### src/rtl/ex_mem_reg.sv
// ex_mem_reg: EX -> MEM pipeline register with optional signed-overflow trap.
//
// Captures the EX-stage result, store data, destination register and control
// bits on every rising clk. Priority at each edge is flush > stall > load.
// flush clears the control bits and leaves the data fields alone. stall
// freezes every mem_* register.
//
// Optional feature, macro EX_MEM_OVF_TRAP_EN:
//   defined   - a signed add/sub that overflows while loading is captured.
//               The slot loads with all control bits cleared, exc_epc gets
//               its PC, and the block enters TRAP. In TRAP, exc_req and
//               trap_busy are high and every load is squashed. exc_ack
//               returns the block to RUN, even when stall is also high.
//   undefined - no FSM. exc_req, trap_busy and exc_epc are tied to 0, and an
//               overflowing instruction loads like any other.
//
// Ports:
//   clk, rst_n          rising-edge clock, async active-low reset
//   stall, flush        hold / squash this stage
//   ex_valid, ex_pc     EX slot holds a real instruction, and its address
//   alu_result/zero/overflow, ex_rt_data, ex_rd   EX datapath
//   ex_reg_write, ex_mem_read, ex_mem_write, ex_branch, ex_ovf_chk
//                       EX control bits
//   exc_ack             trap acknowledge
//   mem_*               registered MEM-stage copies
//   exc_req, exc_epc, trap_busy   trap request, faulting PC, FSM in TRAP
module ex_mem_reg (
    input  logic        clk,
    input  logic        rst_n,
    input  logic        stall,
    input  logic        flush,
    input  logic        ex_valid,
    input  logic [31:0] ex_pc,
    input  logic [31:0] alu_result,
    input  logic        alu_zero,
    input  logic        alu_overflow,
    input  logic [31:0] ex_rt_data,
    input  logic [4:0]  ex_rd,
    input  logic        ex_reg_write,
    input  logic        ex_mem_read,
    input  logic        ex_mem_write,
    input  logic        ex_branch,
    input  logic        ex_ovf_chk,
    input  logic        exc_ack,
    output logic        mem_valid,
    output logic [31:0] mem_alu_result,
    output logic [31:0] mem_rt_data,
    output logic [4:0]  mem_rd,
    output logic        mem_reg_write,
    output logic        mem_mem_read,
    output logic        mem_mem_write,
    output logic        mem_branch_taken,
    output logic        exc_req,
    output logic [31:0] exc_epc,
    output logic        trap_busy
);

    logic load;
    logic squash;   // slot loads, but with every control bit forced to 0
    logic slot_ok;  // slot carries side effects

    assign load = ~flush & ~stall;

`ifdef EX_MEM_OVF_TRAP_EN
    typedef enum logic {RUN, TRAP} state_t;

    state_t state, state_nxt;
    logic   fault;

    // A fault only exists on a real load. A flushed or stalled edge captures nothing.
    assign fault  = load & ex_valid & ex_ovf_chk & alu_overflow;
    assign squash = (state == TRAP) | fault;

    always_ff @(posedge clk or negedge rst_n) begin
        if (!rst_n) begin
            state   <= RUN;
            exc_epc <= '0;
        end else begin
            state <= state_nxt;
            // Only the first fault is recorded. exc_epc holds while in TRAP.
            if (state == RUN && fault)
                exc_epc <= ex_pc;
        end
    end

    // exc_ack is checked regardless of stall, so a stalled pipe can still leave TRAP.
    always_comb begin
        state_nxt = state;
        case (state)
            RUN:     if (fault)   state_nxt = TRAP;
            TRAP:    if (exc_ack) state_nxt = RUN;
            default: state_nxt = RUN;
        endcase
    end

    assign exc_req   = (state == TRAP);
    assign trap_busy = (state == TRAP);
`else
    logic unused_trap_inputs;

    assign squash             = 1'b0;
    assign exc_req            = 1'b0;
    assign trap_busy          = 1'b0;
    assign exc_epc            = '0;
    assign unused_trap_inputs = ^{alu_overflow, ex_ovf_chk, exc_ack, ex_pc};
`endif

    assign slot_ok = ex_valid & ~squash;

    always_ff @(posedge clk or negedge rst_n) begin
        if (!rst_n) begin
            mem_valid        <= 1'b0;
            mem_alu_result   <= '0;
            mem_rt_data      <= '0;
            mem_rd           <= '0;
            mem_reg_write    <= 1'b0;
            mem_mem_read     <= 1'b0;
            mem_mem_write    <= 1'b0;
            mem_branch_taken <= 1'b0;
        end else if (flush) begin
            // Data fields hold. Only the bits with side effects are cleared.
            mem_valid        <= 1'b0;
            mem_reg_write    <= 1'b0;
            mem_mem_read     <= 1'b0;
            mem_mem_write    <= 1'b0;
            mem_branch_taken <= 1'b0;
        end else if (load) begin
            mem_alu_result   <= alu_result;
            mem_rt_data      <= ex_rt_data;
            mem_rd           <= ex_rd;
            mem_valid        <= slot_ok;
            mem_reg_write    <= slot_ok & ex_reg_write;
            mem_mem_read     <= slot_ok & ex_mem_read;
            mem_mem_write    <= slot_ok & ex_mem_write;
            mem_branch_taken <= slot_ok & ex_branch & alu_zero;
        end
    end

endmodule

### config.mk
export PLATFORM = sky130hd
export DESIGN_NAME = ex_mem_reg
export DESIGN_NICKNAME = d
export VERILOG_FILES = /design/src/rtl/ex_mem_reg.sv
export SDC_FILE = /design/constraint.sdc
export NUM_CORES = 1
export LEC_CHECK = 0
export CELL_PAD_IN_SITES_DETAIL_PLACEMENT = 0
export CELL_PAD_IN_SITES_GLOBAL_PLACEMENT = 1
export CORE_MARGIN = 2
export CORE_UTILIZATION = 28
export DETAILED_ROUTE_END_ITERATION = 12
export GPL_ROUTABILITY_DRIVEN = 0
export PLACE_DENSITY_LB_ADDON = 0.12
export SETUP_SLACK_MARGIN = 0.2
export SLEW_MARGIN = 20
export SYNTH_ARGS = -nofsm -noshare
export SYNTH_HDL_FRONTEND = slang
export SYNTH_SLANG_ARGS = --single-unit
### constraint.sdc
create_clock -name clk -period 2.55 [get_ports clk]
set_clock_uncertainty 0.2 [all_clocks]
set_input_delay 0.51 -clock clk [delete_from_list [all_inputs] [get_ports clk]]
set_output_delay 0.51 -clock clk [all_outputs]
set_load 0.01 [all_outputs]
## Word level (Yosys, flattened, before mapping)

Index checks and enable logic that the tools add are counted.

| cells by class | value |
|---|---|
| muxes and demuxes | 10 |
| bitwise logic cells | 8 |
| reduce and logical (&&, ||, !) cells | 2 |

Operator list:

| cell | count |
|---|---|
| two-way mux 1 bit | 10 |
| AND 1 bit | 6 |
| NOT 1 bit | 2 |
| AND reduction 2 bit | 1 |
| nonzero test 2 bit | 1 |

| word-level totals | value |
|---|---|
| bits in registers | 74 |
| input port bits | 114 |
| output and inout bits | 108 |
| logic and storage cells | 28 |

## Logic depth before layout (Yosys ltp)

| logic depth | value |
|---|---|
| depth in word-level cells | 4 |
| mapped depth | 5 |
| gate-level depth less buffers | 2 |

## Worst setup path after synthesis

OpenSTA, ideal clock, no wires.

| timing path | value |
|---|---|
| kind | input -> register |
| start point | in stall |
| end point | reg mem_alu_result[10] |
| data required time | 2.225 ns |
| path buffers | 3 |
| setup time | 0.125 ns |
| slack | 0.822 ns |
| stages on the path | 5 |
| arrival | 1.403 ns |
| cell sequence | buf_2 -> nor2_4 -> buf_6 -> buf_8 -> mux2_4 |

| between the ends | value |
|---|---|
| word-level cells in the longest chain between the ends | 3 |

Ends and longest elaborated chain:

| element | line | source |
|---|---|---|
| start, declared | 30 | `input logic stall,` |
| NOT 1 bit | 62 | `assign load = ~flush & ~stall;` |
| AND 1 bit | 62 |  |
| AND reduction 2 bit (no source line) | -- |  |
| end signal, assigned | 128 | `mem_alu_result <= alu_result;` |
| end, declared | 46 | `output logic [31:0] mem_alu_result,` |

No other way between the ends.
A chain may end at the register's enable or synchronous reset.

## Final worst setup path

| timing path | value |
|---|---|
| start point | reg mem_rd[2] |
| end point | out mem_rd[2] |

RTL lines:

| element | line | source |
|---|---|---|
| start, declared | 48 | `output logic [4:0] mem_rd,` |
| start signal, assigned | 130 | `mem_rd <= ex_rd;` |

No word-level cell between the ends.

==> metrics <==
core box area between 0.01 and 0.015 sq mm; busiest grt layer met2; Syn Inst Count roughly 200; Yosys warnings 0; GRT met1 Usage around an eighth; via count 2022; Critical Path AT 1.25 ns; Critical Path Max Stage Delay around 0.57 ns; post-synth top area share 60.02%; total die area 0.01188 sq mm; Synth-to-Final Area Change 58.76%; GRT Overall Usage between 10 and 15%; final setup margin about 0.59 ns; final hold vios 0; clk_lat worst skew around 0.33 ns; CP Class flop to output port; Peak supply drop about 0.30 mV; CP Cell Sequence clkdlybuf4s50_1; pre-CTS WS 0.3744 ns; first-pass GRT wire length approximately 10000 microns; Synth Register Bits 74; number of iterations in the first detailed-routing pass 4; min Tclk post-route ~2.0 ns; CTS sink count 74; CP startpoint kind flop; P_leak roughly 2 nW; initial core utilization 28.59%; GR Util met2 slightly below 20%; port bufs roughly 150; row count 38; post-synthesis cell area between 0.003 and 0.004 sq mm; unrepaired setup endpoints after global routing no; accumulated negative setup slack 0 ns; status finished, final reports clean; CP max stage cell clkdlybuf4s50_1; Post-route DRC 0; post-DP HPWL slightly below 5000 microns; clock slew at reported path FFs roughly 0.07 ns; met3 Use GR 4.722%; CP Max Fanout 2; cts repair resizes 0; Max-Cap Viols 0; count of final setup violators 0; Bufs and invs on worst path 1; ratio of cells with drive above 1 in the final layout 24.59%; fin nets around 480; Clock Tree Buf Depth 2; Hold/Removal Path Class flop to flop; largest net degree at the start of global routing 47; chip height approximately 110 microns; critical path's top delay family buffers and inverters; vias in the first global route approximately 2100; Final Slew Violations 0; Yosys cell types 15; fill count 1011; Seq/Total Area, Yosys around three fifths; post-CTS setup buffers 0; PwrDens 675.5 mW/mm^2; I/O pin count 222; GR Overflow Total 0; footprint of the multi-input gates approximately 0.0010 sq mm; Critical Path Sink Type output port; fmax 0.5091 GHz; initial antenna violation count 0; Routed WL about 6900 microns; Avg Cell Area, Syn 15.35 sq um; antenna cells 0; post-DR vias/cell ~4.0; Die Width 109.0 microns; Antenna Nets Post-Route 0; DR WL/cell about 14 microns; Worst EP required between 1.5 and 2 ns; total clock buffers created by CTS 9; Synth area leaders dfrtp_1, mux2_2, buf_4; Yosys top cell by area dfrtp_1; period utilization approximately 77%; CTS tree yes; Clock Tree Root clkbuf_8; DR iter-0 viols 51; FF/Latch Area 0.001852 sq mm; H-tree depth 3
-- registers in the layout, summed over array words and instances, names as in the netlist --
signal / cells
mem_reg_write: 1
mem_rt_data: 32
mem_mem_write: 1
mem_valid: 1
mem_mem_read: 1
mem_rd: 5
mem_branch_taken: 1
mem_alu_result: 32
-- layer usage --
metal  part of all wire [%]  up-vias
li1                       -      939
met1                     39      982
met2                     50       95
met3                     10        6
met4                    1.1        0
met5                      0        -
-- cell type report --
class,count,share of cell area (%)
clock inverters,5,2.094
multi-input cells,118,21.10
clock buffers,11,2.682
flip-flops and latches,74,37.80
well taps,140,3.576
repair buffers,158,32.75
-- report_power, final --
part	internal (mW)	switching, mW
Combinational	0.538	0.287
Sequential	1.34	0.0768
Clock	0.650	0.421
-- cells by family (layout without fill, tap and decap cells) --
logic type	after synthesis	count (layout)	synth area share [%]
other cells	1	34	0.1215
mux	70	70	26.72
simple gates	10	10	1.987
buf+inv	42	174	10.50
compound gates	4	4	0.6488
flops	74	74	60.02
-- cell usage in the layout (no fill, tap or decap), drive strengths merged --
cell type      synthesis  layout
nand2                  4       4
conb                   1      34
nand4b                 1       1
clkdlybuf4s50          0     151
mux2                  69      69
dfrtp                 74      74
nor2                   2       2
mux2i                  1       1
a21oi                  4       4
dlygate4sd3            0       1
buf                   42       6
clkbuf                 0      11
clkinv                 0       1
clkinvlp               0       1
bufinv                 0       3
nand3b                 3       3
-- synthesized netlist by cell type --
library cell	instances
buf_4	39
conb_1	1
nor2_4	1
dfrtp_1	74
nor2_1	1
buf_6	1
nand3b_1	3
buf_2	1
a21oi_1	4
mux2i_1	1
nand2_1	4
nand4b_1	1
mux2_4	10
buf_8	1
mux2_2	59
-- worst paths after layout --
kind	start	endpoint	slack [ns]	cells past startpoint
worst max-delay path	mem_rd[2]	mem_rd[2]	0.59	1
worst min-delay path	mem_rd[3]	mem_rd[3]	0.31	1
worst max register to register	mem_alu_result[6]	mem_alu_result[6]	1.58	1
worst min register to register	mem_rd[3]	mem_rd[3]	0.31	1
max in group asynchronous	rst_n	mem_rd[3]	1.12	3
min in group asynchronous	rst_n	mem_alu_result[6]	0.43	2
-- what timing repair did --
item                                    in CTS  in global routing
endpoints found under the setup margin       0                  0
endpoints found under the hold margin       28                  0
hold buffers                                 1                  0
-- stage by stage --
step | utilization (%) | hold slack, ns | power [mW] | instances | area, sq um
5_1_grt | 45.39 | 0.3191 | 3.494 | 506 | 4898
3_5_place_dp | 43.13 | 0.2658 | 2.274 | 489 | 4654
6_report | 45.39 | 0.3053 | 3.309 | 506 | 4898
3_3_place_gp | 43.13 | 0.2733 | 2.263 | 489 | 4654
4_1_cts | 45.39 | 0.3113 | 3.382 | 506 | 4898
2_1_floorplan | - | 0.01441 | 1.785 | 234 | 3209
Power figures use the tool's default switching activity.
